$ cat src/rtl/cla_result_fifo.sv
// First-word-fall-through result FIFO behind a clocked CLA stage.
// Each entry holds {carry, sum}. Entries offered while the FIFO is full are dropped and flagged in a sticky ovf.
module cla_result_fifo #(
  parameter int DATA_W = 32,
  parameter int DEPTH  = 4,
  parameter int CNT_W  = 3
) (
  input  logic              clk,
  input  logic              reset_n,
  input  logic              in_valid,
  input  logic [DATA_W-1:0] in_s,
  input  logic              in_co,
  output logic              out_valid,
  input  logic              out_ready,
  output logic [DATA_W-1:0] out_s,
  output logic              out_co,
  output logic              full,
  output logic              empty,
  output logic [CNT_W-1:0]  count,
  output logic              ovf
);

  localparam int PTR_W = $clog2(DEPTH);

  logic [DATA_W:0]    mem_q [DEPTH];
  logic [PTR_W-1:0]   wr_ptr_q, wr_ptr_d;
  logic [PTR_W-1:0]   rd_ptr_q, rd_ptr_d;
  logic [CNT_W-1:0]   count_q, count_d;
  logic               ovf_q, ovf_d;
  logic               push_s, pop_s, full_s, empty_s;
  logic [DATA_W:0]    head_s;

  // Status comes only from the registered count, so in_valid never reaches full/empty.
  always_comb begin
    empty_s  = (count_q == {CNT_W{1'b0}});
    full_s   = (count_q == CNT_W'(DEPTH));
    pop_s    = (!empty_s) && out_ready;
    push_s   = in_valid && ((!full_s) || pop_s);
    wr_ptr_d = wr_ptr_q;
    rd_ptr_d = rd_ptr_q;
    count_d  = count_q;
    ovf_d    = ovf_q | (in_valid & full_s & ~pop_s);
    if (push_s) begin
      wr_ptr_d = wr_ptr_q + PTR_W'(1);
    end else begin
      wr_ptr_d = wr_ptr_q;
    end
    if (pop_s) begin
      rd_ptr_d = rd_ptr_q + PTR_W'(1);
    end else begin
      rd_ptr_d = rd_ptr_q;
    end
    case ({push_s, pop_s})
      2'b10:   count_d = count_q + CNT_W'(1);
      2'b01:   count_d = count_q - CNT_W'(1);
      default: count_d = count_q;
    endcase
  end

  // Pointer, occupancy and sticky overflow state.
  always_ff @(posedge clk or negedge reset_n) begin
    if (!reset_n) begin
      wr_ptr_q <= {PTR_W{1'b0}};
      rd_ptr_q <= {PTR_W{1'b0}};
      count_q  <= {CNT_W{1'b0}};
      ovf_q    <= 1'b0;
    end else begin
      wr_ptr_q <= wr_ptr_d;
      rd_ptr_q <= rd_ptr_d;
      count_q  <= count_d;
      ovf_q    <= ovf_d;
    end
  end

  // Storage is left unreset; the empty gating below keeps outputs clean.
  always_ff @(posedge clk) begin
    if (push_s) begin
      mem_q[wr_ptr_q] <= {in_co, in_s};
    end
  end

  // Head entry falls through, forced to zero while empty.
  always_comb begin
    head_s = mem_q[rd_ptr_q];
    if (empty_s) begin
      out_s  = {DATA_W{1'b0}};
      out_co = 1'b0;
    end else begin
      out_s  = head_s[DATA_W-1:0];
      out_co = head_s[DATA_W];
    end
    out_valid = !empty_s;
    full      = full_s;
    empty     = empty_s;
    count     = count_q;
    ovf       = ovf_q;
  end

endmodule

$ cat config.mk
export PLATFORM = sky130hd
export DESIGN_NAME = cla_result_fifo
export DESIGN_NICKNAME = d
export VERILOG_FILES = /design/src/rtl/cla_result_fifo.sv
export SDC_FILE = /design/constraint.sdc
export NUM_CORES = 1
export LEC_CHECK = 0
export CAP_MARGIN = 0
export CORE_AREA = 2 2 109 111
export CTS_BUF_LIST = sky130_fd_sc_hd__clkbuf_4 sky130_fd_sc_hd__clkbuf_8
export DETAILED_ROUTE_END_ITERATION = 8
export DIE_AREA = 0 0 111 113
export PLACE_DENSITY = 0.73
export SLEW_MARGIN = 10
export SYNTH_ARGS = -nofsm -noshare
export SYNTH_HDL_FRONTEND = slang
export SYNTH_SLANG_ARGS = --single-unit
$ cat constraint.sdc
create_clock -name clk -period 2.39 [get_ports clk]
set_input_delay 0.478 -clock clk [delete_from_list [all_inputs] [get_ports clk]]
set_output_delay 0.478 -clock clk [all_outputs]
set_load 0.01 [all_outputs]
==> impl_metrics.xml, run 1 <==
<?xml version="1.0" encoding="UTF-8"?>
<metrics>
  <group name="clocking">
    <metric name="tritoncts_num_sinks" unit="">140</metric>
    <metric name="cts_tree" unit="">done</metric>
    <metric name="clock_tree.buffer_depth" unit="">2</metric>
    <metric name="clkSlewWorstSetupHoldPaths" unit="ns">0.07</metric>
    <metric name="cts_buffers" unit="">17</metric>
    <metric name="worstSkewPairLatency" unit="ns">0.42</metric>
    <metric name="cts_max_level" unit="">4</metric>
    <metric name="ctsRootBufferMaster" unit="">sky130_fd_sc_hd__clkbuf_8</metric>
    <metric name="cts_hold_repair.buffers" unit="">0</metric>
  </group>
  <group name="cells_and_area">
    <metric name="fillerInstances" unit="">800</metric>
    <metric name="nets" unit="">424</metric>
    <metric name="multi_input_comb_area" unit="mm2">0.00134</metric>
    <metric name="layoutNonFillerInstCount" unit="">538</metric>
    <metric name="antenna_diode_count" unit="">0</metric>
    <metric name="drive_gt1_share" unit="%">41.8</metric>
    <metric name="area.growth.synth_to_final" unit="%">30.6</metric>
    <metric name="final-seq-area" unit="mm2">0.00417</metric>
  </group>
  <group name="timing">
    <metric name="clock_skew" unit="ns">0.00900</metric>
    <metric name="max_freq" unit="MHz">413</metric>
    <metric name="finalCriticalPeriod" unit="ns">2.42</metric>
    <metric name="slew-limit-headroom" unit="%">72.4</metric>
    <metric name="final_number_of_hold_violating_endpoints" unit="">0</metric>
    <metric name="slew_viol_final" unit="">0</metric>
    <metric name="timing_worst_slew_pin_value" unit="ns">0.412</metric>
    <metric name="rsz0062_at_grt" unit="">true</metric>
    <metric name="post-route-worst-setup-slack" unit="ns">-0.0302</metric>
    <metric name="finalSetupViolCount" unit="">5</metric>
    <metric name="final_cycle_utilization_of_the_critical_path" unit="%">101</metric>
  </group>
  <group name="yosys">
    <metric name="synthTopCellsByCount" unit="">132 x sky130_fd_sc_hd__edfxtp_1, 38 x sky130_fd_sc_hd__and2_1, 29 x sky130_fd_sc_hd__mux4_2, 8 x sky130_fd_sc_hd__dfrtp_1, 7 x sky130_fd_sc_hd__buf_2</metric>
    <metric name="yosysWarningCount" unit="">0</metric>
    <metric name="ys_seq_area_share" unit="%">74.7</metric>
    <metric name="number_of_flops_mapped_to_enable_cells_by_yosys" unit="">132</metric>
    <metric name="synth_top_area_share" unit="%">71.1</metric>
    <metric name="syn_avg_cell_area" unit="um2">21.0</metric>
    <metric name="synthArstFlopShare" unit="%">5.71</metric>
    <metric name="yosys.cell_types.count" unit="">34</metric>
    <metric name="ys_dominant_reg_cell" unit="">sky130_fd_sc_hd__edfxtp_1</metric>
    <metric name="post-synth-top-count-cell" unit="">sky130_fd_sc_hd__edfxtp_1</metric>
    <metric name="mappedNetlistNets" unit="">307</metric>
    <metric name="synth_area_leaders" unit="">sky130_fd_sc_hd__edfxtp_1 71%, sky130_fd_sc_hd__mux4_2 12%, sky130_fd_sc_hd__and2_1 4.3%, sky130_fd_sc_hd__dfrtp_1 3.6%, sky130_fd_sc_hd__mux4_1 1.9%</metric>
    <metric name="syn-instance-count" unit="">265</metric>
    <metric name="ys_seq_elements" unit="">140</metric>
    <metric name="cell_area_after_technology_mapping" unit="mm2">0.00557</metric>
    <metric name="synth.largest_area_cell" unit="">sky130_fd_sc_hd__edfxtp_1</metric>
  </group>
  <group name="power">
    <metric name="worst_ir_drop_vdd" unit="V">0.000708</metric>
    <metric name="p_per_area" unit="mW/mm2">1300</metric>
    <metric name="post-layout-total-power" unit="uW">9440</metric>
    <metric name="total_leakage_power" unit="uW">0.00258</metric>
  </group>
  <group name="place">
    <metric name="finalWeightedCongestion" unit="">0.737</metric>
    <metric name="placed_cells" unit="">494</metric>
    <metric name="io_buffer_count" unit="">76</metric>
    <metric name="hpwlAfterDp" unit="mm">6.39</metric>
  </group>
  <group name="die">
    <metric name="initial_utilization" unit="%">49.4</metric>
    <metric name="die_h" unit="um">113</metric>
    <metric name="die_width" unit="um">111</metric>
    <metric name="rows" unit="">39</metric>
    <metric name="core_area" unit="mm2">0.0113</metric>
    <metric name="boundaryPins" unit="">77</metric>
    <metric name="dieArea" unit="mm2">0.0125</metric>
  </group>
  <group name="global_route">
    <metric name="grt_pass1_wl" unit="mm">16.3</metric>
    <metric name="vias_in_the_first_global_route" unit="">3023</metric>
    <metric name="grt_use_total" unit="%">17.4</metric>
    <metric name="pin_count_of_the_biggest_net_entering_global_routing" unit="">28</metric>
    <metric name="grt_util_met3" unit="%">5.52</metric>
    <metric name="grt_met1_usage" unit="%">21.6</metric>
    <metric name="grt.met2_usage" unit="%">29.5</metric>
    <metric name="antenna_violations_before_repair" unit="">0</metric>
    <metric name="top_usage_layer" unit="">met2</metric>
    <metric name="grt_overflow_total" unit="">0</metric>
  </group>
  <group name="setup_path">
    <metric name="count_of_buffer_and_inverter_cells_on_the_critical_path" unit="">4</metric>
    <metric name="ff2ff_setup_slack" unit="ns">0.39</metric>
    <metric name="cp_max_fo" unit="">5</metric>
    <metric name="path_delay_family" unit="">buffers and inverters</metric>
    <metric name="crit_path_frequent_cell" unit="">sky130_fd_sc_hd__buf_12</metric>
    <metric name="crit_required" unit="ns">1.91</metric>
    <metric name="critPathMaxStageDelay" unit="ns">0.43</metric>
    <metric name="cp.arrival" unit="ns">1.94</metric>
    <metric name="crit_path_cell_trace" unit="">buf_12, buf_16, buf_12, mux4_2, and2_4, buf_6</metric>
    <metric name="reg2reg_depth" unit="">7</metric>
    <metric name="critPathCaptureType" unit="">output pin</metric>
    <metric name="startpoint_type" unit="">flip-flop</metric>
    <metric name="critical_path.reg2reg.startpoint" unit="">count[0]</metric>
    <metric name="timing.critical_path.slowest_stage_cell" unit="">sky130_fd_sc_hd__dfrtp_2</metric>
    <metric name="rr_endpoint" unit="">count[1]</metric>
    <metric name="worstSetupPathType" unit="">reg2out</metric>
  </group>
  <group name="outcome">
    <metric name="outcome" unit="">finished, violations left</metric>
    <metric name="violations" unit="">negative setup slack</metric>
  </group>
  <group name="routing">
    <metric name="drtIter0Drc" unit="">173</metric>
    <metric name="drt-total-wl" unit="mm">10.2</metric>
    <metric name="viasPerCell" unit="">5.22</metric>
    <metric name="avgRoutedWirePerCell" unit="um">19.0</metric>
    <metric name="vias" unit="">2806</metric>
    <metric name="first_pass_iters" unit="">4</metric>
    <metric name="route.antenna.remaining_nets" unit="">0</metric>
    <metric name="drc" unit="">0</metric>
  </group>
  <group name="hold_path">
    <metric name="worst_hold_path_type" unit="">in2async</metric>
  </group>
  <group name="run">
    <metric name="cap_viol_max_count" unit="">0</metric>
  </group>
</metrics>
-- placed cells by master (no fill, tap or decap), types with 2 or more instances in the layout --
cell	netlist	routed
sky130_fd_sc_hd__edfxtp_1	132	132
sky130_fd_sc_hd__clkdlybuf4s50_1	0	41
sky130_fd_sc_hd__mux4_2	29	33
sky130_fd_sc_hd__buf_6	1	28
sky130_fd_sc_hd__and2_4	0	24
sky130_fd_sc_hd__clkbuf_8	0	17
sky130_fd_sc_hd__buf_4	0	15
sky130_fd_sc_hd__buf_2	7	11
sky130_fd_sc_hd__and2_1	38	10
sky130_fd_sc_hd__buf_12	0	10
sky130_fd_sc_hd__dfrtp_1	8	6
sky130_fd_sc_hd__inv_1	5	5
sky130_fd_sc_hd__and2_2	0	4
sky130_fd_sc_hd__ha_1	4	4
sky130_fd_sc_hd__clkinv_1	0	4
sky130_fd_sc_hd__clkinv_2	0	4
sky130_fd_sc_hd__xnor2_1	3	3
sky130_fd_sc_hd__clkinv_4	0	3
sky130_fd_sc_hd__nor2_1	2	2
sky130_fd_sc_hd__nand2_1	2	2
sky130_fd_sc_hd__xor2_1	2	2
sky130_fd_sc_hd__nand3_1	2	2
sky130_fd_sc_hd__o22ai_1	2	2
sky130_fd_sc_hd__nor2b_1	2	2
sky130_fd_sc_hd__bufinv_16	0	2
sky130_fd_sc_hd__buf_16	0	2
sky130_fd_sc_hd__dlygate4sd2_1	0	2
sky130_fd_sc_hd__buf_8	3	2
sky130_fd_sc_hd__dfrtp_2	0	2
-- kinds of logic after synthesis --
kind of cell	count (synthesis)	share of synthesized area [%]
muxes	34	13.8
buffers and inverters	19	2.18
and+or+nand+nor	52	5.91
AOI/OAI and AO/OA	10	1.32
adders and majority gates	5	1.26
xor gates and xnor gates	5	0.786
DFF	140	74.7
-- per-stage QoR --
stage / hold WS [ns] / setup WS [ns] / setup TNS [ns] / cell area [um2] / util [%]
6_report: 0.345 / -0.0302 / -0.0757 / 7280 / 64.6
5_1_grt: 0.358 / -0.0936 / -0.585 / 7280 / 64.6
4_1_cts: 0.331 / -0.0762 / -0.384 / 7140 / 63.3
3_5_place_dp: 0.457 / 0.0190 / 0 / 6700 / 59.4
3_3_place_gp: 0.440 / 0.0206 / 0 / 6700 / 59.4
2_1_floorplan: 0.182 / 0.249 / 0 / 5570 / -
-- state kept, by name, summed over array words and instances, names as in the netlist --
signal,cells
ovf,1
count,3
mem_q,132
wr_ptr_q,2
rd_ptr_q,2
-- how the worst max path moves through the flow --
stage | cells after the start | endpoint | slack, ns | startpoint
final | 6 | out_s[24] | -0.03 | rd_ptr_q[0]
after floorplan | 8 | count[1] | 0.25 | count[0]
after global placement | 4 | out_s[27] | 0.02 | rd_ptr_q[0]
after detailed placement | 4 | out_s[5] | 0.02 | rd_ptr_q[0]
after global routing | 6 | out_s[24] | -0.09 | rd_ptr_q[0]
after CTS | 6 | out_s[24] | -0.08 | rd_ptr_q[0]
-- report_power, final --
group	switching, uW	internal, uW
Sequential	131	3240
Clock	852	919
Combinational	1750	2550
-- area by class of cell --
| class | instances | area share, % |
|---|---|---|
| well taps | 143 | 2.46 |
| flip-flops and latches | 140 | 57.3 |
| clock inverters | 14 | 1.77 |
| multi-input cells | 106 | 18.4 |
| clock buffers | 18 | 3.32 |
| inverters | 5 | 0.258 |
| repair buffers | 112 | 16.5 |
-- timing repair --
action                     4_1_cts  5_1_grt
resized for setup              163       35
gates cloned                     2        0
buffers inserted                 9        1
setup endpoints to repair       35       33
pin swaps                        8       12
-- worst register-to-register path: cells and delay by family (launching register included) --
family | cells | cell delay (ns)
and+or+nand+nor | 3 | 0.63
adders and majority gates | 1 | 0.41
AOI/OAI and AO/OA | 3 | 0.49
DFF | 1 | 0.38
-- per-layer routing --
layer,up-vias,wire length (um)
met1,1446,4260
met3,8,503
met5,-,0
met4,0,88
met2,63,5360
li1,1289,-
No activity file was read; power rests on OpenSTA's default activity.
==> inputs of run 2 (changes only) <==
--- a/config.mk
+++ b/config.mk
@@ -6,11 +6,11 @@
 export NUM_CORES = 1
 export LEC_CHECK = 0
 export CAP_MARGIN = 0
-export CORE_AREA = 2 2 109 111
+export CORE_AREA = 2 2 104 106
 export CTS_BUF_LIST = sky130_fd_sc_hd__clkbuf_4 sky130_fd_sc_hd__clkbuf_8
 export DETAILED_ROUTE_END_ITERATION = 8
-export DIE_AREA = 0 0 111 113
-export PLACE_DENSITY = 0.73
+export DIE_AREA = 0 0 106 108
+export PLACE_DENSITY_LB_ADDON = 0.15
 export SLEW_MARGIN = 10
 export SYNTH_ARGS = -nofsm -noshare
 export SYNTH_HDL_FRONTEND = slang
==> run 2 against run 1 <==
  * Largest power group unchanged
  * Cell count shrank 1.1%
  * Critical path type unchanged
  * Fmax up 0.18%
  * Routed wire length rose by 1.7%
  * Core utilization rose by 6.5 points
  * Via count is 2.4% higher
  * Clock power increased by 15%
  * Total power up 1.7%
  * Combinational power decreased by 3%
  * Worst hold slack improved by 0.0050 ns
  * Sequential share of layout area hardly changed
  * The run still ends with negative setup slack left
  * First-iteration DRC count down 33%
  * Design area about the same
  * Critical endpoint is now out_s[25]
==> impl_metrics.xml, run 2 (same netlist as run 1, synthesis figures left out) <==
<?xml version="1.0" encoding="UTF-8"?>
<metrics>
  <group name="cells_and_area">
    <metric name="registers.top_by_ff_count" unit="">mem_q</metric>
    <metric name="area.growth.synth_to_final" unit="%">30.6</metric>
    <metric name="antenna_diode_count" unit="">0</metric>
    <metric name="finalInstanceArea" unit="mm2">0.00727</metric>
    <metric name="multi_input_comb_area" unit="mm2">0.00134</metric>
    <metric name="most-common-layout-cells" unit="">132 x sky130_fd_sc_hd__edfxtp_1, 41 x sky130_fd_sc_hd__clkdlybuf4s50_1, 33 x sky130_fd_sc_hd__mux4_2, 28 x sky130_fd_sc_hd__buf_6, 22 x sky130_fd_sc_hd__and2_4</metric>
    <metric name="drive_gt1_share" unit="%">41.9</metric>
    <metric name="nets" unit="">425</metric>
    <metric name="mostFrequentLayoutCell" unit="">sky130_fd_sc_hd__edfxtp_1</metric>
    <metric name="fillerInstances" unit="">638</metric>
    <metric name="largest_reg_flops" unit="">132</metric>
    <metric name="final-seq-area" unit="mm2">0.00417</metric>
  </group>
  <group name="global_route">
    <metric name="antenna_violations_before_repair" unit="">0</metric>
    <metric name="grt_pass1_wl" unit="mm">16.2</metric>
    <metric name="grt_overflow_total" unit="">0</metric>
    <metric name="pin_count_of_the_biggest_net_entering_global_routing" unit="">24</metric>
    <metric name="grt_use_total" unit="%">19.7</metric>
    <metric name="vias_in_the_first_global_route" unit="">3051</metric>
  </group>
  <group name="hold_path">
    <metric name="worst_hold_path_type" unit="">in2async</metric>
  </group>
  <group name="place">
    <metric name="preCtsSetupSlack" unit="ns">-0.0111</metric>
    <metric name="io_buffer_count" unit="">76</metric>
    <metric name="hpwlAfterDp" unit="mm">6.19</metric>
    <metric name="detailed_place.area" unit="mm2">0.00669</metric>
    <metric name="finalWeightedCongestion" unit="">0.735</metric>
  </group>
  <group name="setup_path">
    <metric name="critPathCaptureType" unit="">output pin</metric>
    <metric name="count_of_buffer_and_inverter_cells_on_the_critical_path" unit="">4</metric>
    <metric name="critPathMaxStageDelay" unit="ns">0.43</metric>
    <metric name="crit_path_cell_trace" unit="">buf_6, buf_8, buf_4, mux4_2, and2_4, buf_4</metric>
    <metric name="worstSetupPathType" unit="">reg2out</metric>
    <metric name="critical_path.reg2reg.startpoint" unit="">count[0]</metric>
    <metric name="reg2reg_depth" unit="">7</metric>
    <metric name="cp.arrival" unit="ns">1.94</metric>
    <metric name="ff2ff_setup_slack" unit="ns">0.37</metric>
    <metric name="crit_required" unit="ns">1.91</metric>
    <metric name="startpoint_type" unit="">flip-flop</metric>
    <metric name="crit_path_frequent_cell" unit="">sky130_fd_sc_hd__buf_4</metric>
    <metric name="timing.critical_path.slowest_stage_cell" unit="">sky130_fd_sc_hd__dfrtp_2</metric>
    <metric name="rr_endpoint" unit="">count[1]</metric>
    <metric name="path_delay_family" unit="">buffers and inverters</metric>
    <metric name="cp_max_fo" unit="">5</metric>
  </group>
  <group name="clocking">
    <metric name="cts_buffers" unit="">17</metric>
    <metric name="worstSkewPairLatency" unit="ns">0.43</metric>
    <metric name="clkSlewWorstSetupHoldPaths" unit="ns">0.08</metric>
    <metric name="ctsRootBufferMaster" unit="">sky130_fd_sc_hd__clkbuf_8</metric>
    <metric name="tritoncts_num_sinks" unit="">140</metric>
    <metric name="cts_tree" unit="">done</metric>
    <metric name="clock_tree.buffer_depth" unit="">2</metric>
    <metric name="cts_max_level" unit="">4</metric>
    <metric name="cts_hold_repair.buffers" unit="">0</metric>
  </group>
  <group name="power">
    <metric name="switching_share_of_power" unit="%">28.9</metric>
    <metric name="total_leakage_power" unit="uW">0.00258</metric>
    <metric name="relative_contribution_of_combinational_cells_to_total_power" unit="%">43.6</metric>
    <metric name="power.net_switching" unit="uW">2780</metric>
    <metric name="power_frac_seq" unit="%">35.3</metric>
    <metric name="power.clock.fraction" unit="%">21.1</metric>
    <metric name="worst_ir_drop_vdd" unit="V">0.000632</metric>
    <metric name="cellInternalPower" unit="uW">6830</metric>
    <metric name="p_per_area" unit="mW/mm2">1320</metric>
  </group>
  <group name="routing">
    <metric name="drt-total-wl" unit="mm">10.4</metric>
    <metric name="viasPerCell" unit="">5.40</metric>
    <metric name="drtIter0Drc" unit="">116</metric>
    <metric name="drc" unit="">0</metric>
    <metric name="route.antenna.remaining_nets" unit="">0</metric>
    <metric name="vias" unit="">2872</metric>
    <metric name="avgRoutedWirePerCell" unit="um">19.5</metric>
    <metric name="first_pass_iters" unit="">4</metric>
  </group>
  <group name="die">
    <metric name="core_area" unit="mm2">0.0102</metric>
    <metric name="boundaryPins" unit="">77</metric>
    <metric name="die_width" unit="um">106</metric>
    <metric name="rows" unit="">37</metric>
    <metric name="die_h" unit="um">108</metric>
    <metric name="dieArea" unit="mm2">0.0114</metric>
    <metric name="initial_utilization" unit="%">54.5</metric>
  </group>
  <group name="timing">
    <metric name="slew_viol_final" unit="">0</metric>
    <metric name="timing_worst_slew_pin_value" unit="ns">0.434</metric>
    <metric name="max_freq" unit="MHz">414</metric>
    <metric name="finalSetupViolCount" unit="">6</metric>
    <metric name="rsz0062_at_grt" unit="">true</metric>
    <metric name="clock_skew" unit="ns">0.00846</metric>
    <metric name="final_cycle_utilization_of_the_critical_path" unit="%">101</metric>
    <metric name="final_number_of_hold_violating_endpoints" unit="">0</metric>
    <metric name="finalCriticalPeriod" unit="ns">2.42</metric>
    <metric name="post-route-worst-setup-slack" unit="ns">-0.0258</metric>
    <metric name="slew-limit-headroom" unit="%">71.0</metric>
  </group>
  <group name="run">
    <metric name="cap_viol_max_count" unit="">0</metric>
  </group>
  <group name="outcome">
    <metric name="outcome" unit="">finished, violations left</metric>
    <metric name="violations" unit="">negative setup slack</metric>
  </group>
</metrics>
==> run 2: cell count changes in the layout (fill, tap and decap cells not counted), moves of 2 or more <==
cell	delta
sky130_fd_sc_hd__clkinvlp_4	+3
sky130_fd_sc_hd__and2_4	-2
sky130_fd_sc_hd__inv_6	+2
sky130_fd_sc_hd__clkinv_1	-2
sky130_fd_sc_hd__clkinv_2	-4
sky130_fd_sc_hd__bufinv_16	+2
sky130_fd_sc_hd__buf_2	+3
sky130_fd_sc_hd__and2_1	+2
sky130_fd_sc_hd__buf_16	-2
==> run 2: power by group through the flow <==
stage               sequential (uW)  clock, uW  combinational (uW)
detailed placement             3450          0                3770
CTS                            3390       2060                4110
floorplan                      3430          0                2000
global route                   3420       2160                4510
finish                         3380       2030                4190
global placement               3420          0                3720
==> run 2: area by class of cell <==
cell class / count / area share (%)
sequential: 140 / 57.3
multi-input combinational: 106 / 18.4
timing repair buffer: 113 / 15.8
clock buffer: 18 / 3.32
clock inverter: 14 / 2.65
tap: 136 / 2.34
inverter: 5 / 0.258
==> run 2: what timing repair did <==
item / CTS / global route
hold endpoints to repair: 0 / 0
gates resized for setup: 176 / 23
setup endpoints to repair: 35 / 33
setup buffers: 14 / 3
gates cloned: 2 / 0
pin swaps: 13 / 14
==> run 2: how the worst max path moves through the flow <==
stage | slack, ns | to | start | cells after the start
after global placement | 0.05 | count[2] | out_ready | 7
after floorplan | 0.25 | count[1] | count[0] | 8
final | -0.03 | out_s[25] | rd_ptr_q[0] | 6
after global routing | -0.10 | out_s[25] | rd_ptr_q[0] | 6
after detailed placement | -0.01 | count[2] | out_ready | 7
after CTS | -0.14 | out_co | rd_ptr_q[0] | 7
==> run 2: worst reg2reg max path: cells and delay by family, from the launching register on <==
family | cells | cell delay, ns
AO/OA/AOI/OAI | 3 | 0.52
adder cells (fa/ha/maj) | 1 | 0.41
flip-flops | 1 | 0.38
AND/OR/NAND/NOR | 3 | 0.62
==> run 2: per-layer routing <==
| metal | track usage [%] | share of wire [%] |
|---|---|---|
| met1 | 24.7 | 41 |
| met2 | 33.2 | 53 |
| met3 | 6.15 | 5.2 |
| met4 | 6.48 | 1.1 |
| met5 | 0 | 0 |
==> run 2: metrics by stage <==
step / setup TNS (ns) / hold slack (ns) / instances / utilization, % / total power [uW]
detailed placement: -0.0111 / 0.466 / 485 / 65.3 / 7220
CTS: -1.13 / 0.333 / 533 / 70.9 / 9560
global route: -1.02 / 0.351 / 532 / 71.1 / 10100
finish: -0.0698 / 0.350 / 532 / 71.1 / 9600
global placement: 0 / 0.466 / 485 / 65.3 / 7140
floorplan: 0 / 0.182 / 265 / - / 5430
